File: config.mk
export PLATFORM = sky130hd
export DESIGN_NAME = mux_arb_n
export DESIGN_NICKNAME = d
export VERILOG_FILES = /design/src/rtl/mux_arb_n_pkg.sv /design/src/rtl/mux_arb_n_rr_pick.sv /design/src/rtl/mux_arb_n.sv
export SDC_FILE = /design/constraint.sdc
export NUM_CORES = 1
export LEC_CHECK = 0
export ABC_AREA = 1
export BUFFER_PORTS_ARGS = -buffer_cell sky130_fd_sc_hd__buf_2
export CORE_MARGIN = 2
export CORE_UTILIZATION = 46
export CTS_BUF_LIST = sky130_fd_sc_hd__clkbuf_16
export DETAILED_ROUTE_END_ITERATION = 10
export PLACE_DENSITY = 0.95
export SYNTH_ARGS = -nofsm -noshare
export SYNTH_HDL_FRONTEND = slang
export SYNTH_SLANG_ARGS = --single-unit
export TNS_END_PERCENT = 50
File: constraint.sdc
create_clock -name clk -period 4.3 [get_ports clk]
set_clock_uncertainty 0.2 [all_clocks]
set_input_delay 0.43 -clock clk [delete_from_list [all_inputs] [get_ports clk]]
set_output_delay 0.43 -clock clk [all_outputs]
set_load 0.005 [all_outputs]
File: src/rtl/mux_arb_n_pkg.sv
// Shared constants for mux_arb_n: mode encoding and the output data reset value.
package mux_arb_n_pkg;

  localparam logic MODE_SEL = 1'b0;
  localparam logic MODE_RR  = 1'b1;

  // Output data register resets to all copies of this bit, whatever WIDTH is.
  localparam logic DATA_RST_BIT = 1'b0;

endpackage

File: src/rtl/mux_arb_n_rr_pick.sv
// Rotating-priority picker: first valid channel at or after i_ptr, wrapping modulo NUM.
// Purely combinational; the caller gates the result with its own load enable.
module mux_arb_n_rr_pick #(
  parameter int NUM   = 4,
  parameter int SEL_W = $clog2(NUM)
) (
  input  logic [NUM-1:0]   i_valid,
  input  logic [SEL_W-1:0] i_ptr,
  output logic [NUM-1:0]   o_grant,
  output logic [SEL_W-1:0] o_idx
);

  logic [SEL_W:0]   w_sum;
  logic [SEL_W-1:0] w_idx;

  // Walk offsets from farthest to nearest so the channel at i_ptr is written last and wins.
  always_comb begin
    o_grant = '0;
    o_idx   = '0;
    w_sum   = '0;
    w_idx   = '0;
    for (int k = NUM - 1; k >= 0; k--) begin
      w_sum = {1'b0, i_ptr} + (SEL_W + 1)'(k);
      if (w_sum >= (SEL_W + 1)'(NUM)) w_sum = w_sum - (SEL_W + 1)'(NUM);
      w_idx = w_sum[SEL_W-1:0];
      if (i_valid[w_idx]) begin
        o_grant        = '0;
        o_grant[w_idx] = 1'b1;
        o_idx          = w_idx;
      end
    end
  end

endmodule

File: src/rtl/mux_arb_n.sv
// N-input registered selector, explicit select or round-robin (RR only with MUX_ARB_RR_EN defined).
// Latency 1 cycle; 1 word/cycle; a stalled output (out_valid & !out_ready) blocks all in_ready.
module mux_arb_n
  import mux_arb_n_pkg::*;
#(
  parameter  int WIDTH = 32,
  parameter  int NUM   = 4,
  localparam int SEL_W = $clog2(NUM)
) (
  input  logic                 clk,
  input  logic                 rst_n,
  input  logic [NUM*WIDTH-1:0] in_data,
  input  logic [NUM-1:0]       in_valid,
  output logic [NUM-1:0]       in_ready,
  input  logic [SEL_W-1:0]     sel,
  input  logic                 mode,
  output logic [WIDTH-1:0]     out_data,
  output logic                 out_valid,
  input  logic                 out_ready,
  output logic [SEL_W-1:0]     out_src
);

  logic             w_load_en;
  logic [NUM-1:0]   w_sel_grant;
  logic [NUM-1:0]   w_grant;
  logic             w_any;
  logic [WIDTH-1:0] w_gdata;
  logic [SEL_W-1:0] w_gidx;
  logic [WIDTH-1:0] r_data;
  logic [SEL_W-1:0] r_src;
  logic             r_valid;

  // rst_n gates the load so nothing handshakes while reset is held.
  assign w_load_en = rst_n & (~r_valid | out_ready);

  always_comb begin
    w_sel_grant = '0;
    if (w_load_en && ({1'b0, sel} < (SEL_W + 1)'(NUM)) && in_valid[sel])
      w_sel_grant[sel] = 1'b1;
  end

`ifdef MUX_ARB_RR_EN
  logic [SEL_W-1:0] r_ptr;
  logic [NUM-1:0]   w_rr_grant;
  logic [SEL_W-1:0] w_rr_idx;
  logic [SEL_W-1:0] w_ptr_nxt;

  mux_arb_n_rr_pick #(.NUM(NUM), .SEL_W(SEL_W)) u_rr_pick (
    .i_valid (in_valid),
    .i_ptr   (r_ptr),
    .o_grant (w_rr_grant),
    .o_idx   (w_rr_idx)
  );

  assign w_grant   = (mode == MODE_RR) ? (w_rr_grant & {NUM{w_load_en}}) : w_sel_grant;
  assign w_ptr_nxt = (w_rr_idx == SEL_W'(NUM - 1)) ? '0 : w_rr_idx + 1'b1;

  always_ff @(posedge clk or negedge rst_n) begin
    if (!rst_n) r_ptr <= '0;
    else if ((mode == MODE_RR) && w_any) r_ptr <= w_ptr_nxt;
  end
`else
  logic w_unused_mode;
  assign w_unused_mode = mode;
  assign w_grant       = w_sel_grant;
`endif

  assign w_any    = |w_grant;
  assign in_ready = w_grant;

  always_comb begin
    w_gdata = '0;
    w_gidx  = '0;
    for (int i = 0; i < NUM; i++) begin
      if (w_grant[i]) begin
        w_gdata = in_data[i*WIDTH +: WIDTH];
        w_gidx  = SEL_W'(i);
      end
    end
  end

  always_ff @(posedge clk or negedge rst_n) begin
    if (!rst_n) begin
      r_data  <= {WIDTH{DATA_RST_BIT}};
      r_src   <= '0;
      r_valid <= 1'b0;
    end else if (w_load_en) begin
      if (w_any) begin
        r_data  <= w_gdata;
        r_src   <= w_gidx;
        r_valid <= 1'b1;
      end else begin
        r_valid <= 1'b0;
      end
    end
  end

  assign out_data  = r_data;
  assign out_src   = r_src;
  assign out_valid = r_valid;

endmodule

==> results.yml <==
global_route:
  antenna_found_initial: 0
  grt_remaining_overflow: 0
  grt_max_degree: 67
  grt_pass1_wl_um: 13000
  grt_pass1_vias: 2914
  grt_usage: 0.261
timing:
  rsz0062_at_grt: "false"
  fin_crit_sh: 0.817
  slew_violations: 0
  max_slew.worst_pin.slew_ns: 0.929
  finalHoldViolCount: 0
  fin_tns_setup_ns: 0
  finalCriticalPeriod_ns: 3.51
  setup_ws_ns: 0.786
  setup_viol: 0
  relSlewSlack: 0.380
  max_freq_mhz: 285
cells_and_area:
  fin_cells: 624
  final_common_cell: "buf_2"
  fin_nets: 688
  drive_gt1_frac: 0.379
  final_cell_mix: "buf_2 (175), nand2_1 (106), nand4_1 (64), nand3_1 (64), nor2_1 (47)"
  fill_cells: 497
  area.growth.synth_to_final_pct: 37.2
yosys:
  synth_nets: 537
  post_synth_num_cell_types: 19
  yosysSeqAreaShare: 0.331
  synth_top_family_by_area: "simple AND/OR/NAND/NOR gates"
  synth-compound-area-share: 0.00473
  synth_area_um2: 2640
  synth_top_area_cell: "dfrtp_1"
  yosysTopAreaCellShare: 0.331
  synthTopCellsByArea: "dfrtp_1 (33%), nand4_1 (15%), nand2_1 (15%)"
  synth_fa_ha_area_frac: 0
  synth_mux_area_frac: 0
  yosys.area_share.simple: 0.542
  synth_xor_xnor_area_share: 0
  synth.avg_cell_area_um2: 6.63
  synth_cells: 399
  ys_warn_count: 0
  synth_seq_cells: 35
route:
  routed-wl-met3_um: 764
  via_count: 3387
  drc: 0
  viasPerCell: 5.43
  dr.pass1.iters: 4
  top_layer_used: "met4"
  ant_nets: 0
  drtIter0Drc: 173
  drt-met1-wl_um: 3500
  met2_length_um: 4360
  routed_wirelength_um: 8790
  avgRoutedWirePerCell_um: 14.1
clocking:
  cts_made_buffers: 5
  htreeDepth: 2
  cts_resized: 0
  cts_tree: "built"
  clk_latency_ns: 0.27
  clock_tree.root_cell: "clkbuf_16"
  post_cts_buffers: 0
  clockBufferDepth: 2
  cts_sinks: 35
  clk_pin_slew_ns: 0.06
  cts.hold.buffers_added: 0
place:
  pre_cts_slack_ns: 0.804
  dpl.hpwl_um: 6270
  dpl.cell_count: 615
  io_buffer_count: 175
  place.gp.congestion: 0.840
setup_path:
  worstPathCellList: "buf_2 -> inv_2 -> nand2_1 -> nand2_1 -> nand2_1 -> nand2_2 -> nand2_4 -> nor2_8 -> inv_1 -> nor2_1 -> buf_2"
  arrival_ns: 2.88
  crit_family: "simple AND/OR/NAND/NOR gates"
  cp_common_cell: "nand2_1"
  cp_slowest_stage_delay_ns: 0.44
  reg2reg_from: "out_valid"
  worst-r2r-setup-slack_ns: 1.93
  slowest_stage: "inv_2"
  timing.rr.end: "out_data[30]"
  crit_path_max_fanout: 38
  worstPathRequired_ns: 3.67
  crit_buf_inv: 4
  endpoint_kind: "output pin"
  reg2reg_depth: 7
  critical_path_class: "in -> out"
  start_kind: "input pin"
power_and_ir_drop:
  power_w: 0.00132
  p_per_area_nw_per_um2: 364
  vdd_drop_max_uv: 248
  p_leak_nw: 2.11
floorplan:
  die_y_um: 79.8
  fp.coreArea_um2: 5540
  io_pins: 177
  initial_utilization: 0.477
  fp.dieArea_um2: 6370
  rows: 27
  die_width_um: 79.8
outcome:
  status: "complete, no violations"
run:
  maxCapViolations: 0
hold_path:
  hp-class: "in -> async"
how the worst max path moves through the flow:
stage,startpoint,to,slack [ns],cells after the start
4_1_cts,sel[0],in_ready[3],0.79,11
2_1_floorplan,sel[0],in_ready[0],2.38,9
3_5_place_dp,sel[0],in_ready[3],0.80,11
3_3_place_gp,sel[0],in_ready[3],0.83,11
5_1_grt,sel[0],in_ready[3],0.53,11
6_report,sel[0],in_ready[3],0.79,11
state kept, by name (all words and copies together) (netlist names):
signal     cells
out_data      32
out_valid      1
out_src        2
logic make-up after synthesis:
family	count (synthesis)
AOI/OAI and AO/OA	2
buffers and inverters	63
DFF	35
and+or+nand+nor	299
synthesized netlist by cell type:
| cell type | count |
|---|---|
| nand2_1 | 106 |
| nand3_1 | 64 |
| nand4_1 | 64 |
| nor2_1 | 49 |
| dfrtp_1 | 35 |
| inv_1 | 25 |
| buf_2 | 12 |
| clkbuf_1 | 11 |
| or2_2 | 10 |
| buf_4 | 7 |
| buf_6 | 6 |
| inv_2 | 2 |
| nor3_2 | 2 |
| nand2_2 | 1 |
| nand2_4 | 1 |
| nand3_2 | 1 |
| nor2_8 | 1 |
| o21a_1 | 1 |
| o21ai_0 | 1 |
per-stage QoR:
step	cell area (um^2)	util	hold WS, ns
detailed placement	3430	0.619	0.262
global route	3620	0.654	0.0769
CTS	3620	0.654	0.0646
floorplan	2640	-	-0.0656
global placement	3430	0.619	0.273
finish	3630	0.655	0.0420
metal layers:
metal,vias up,track usage
li1,1643,-
met1,1528,0.292
met2,198,0.474
met3,18,0.0667
met4,0,0.0983
met5,-,0
area by class of cell:
cell class,count,area [um^2],share of cell area
inverter,27,101,0.0279
clock buffer,5,125,0.0345
sequential,35,876,0.241
multi-input combinational,301,1450,0.400
timing repair buffer,180,913,0.252
antenna,1,2.50,0.000690
clock inverter,3,67.6,0.0186
tap,72,90.1,0.0248
power by group:
group	total [W]	internal, W	switching (W)
clock network	0.000469	0.000332	0.000137
logic	0.000381	0.000172	0.000209
registers	0.000472	0.000420	0.0000514
total	0.00132	0.000924	0.000398
No activity file was read; power rests on OpenSTA's default activity.
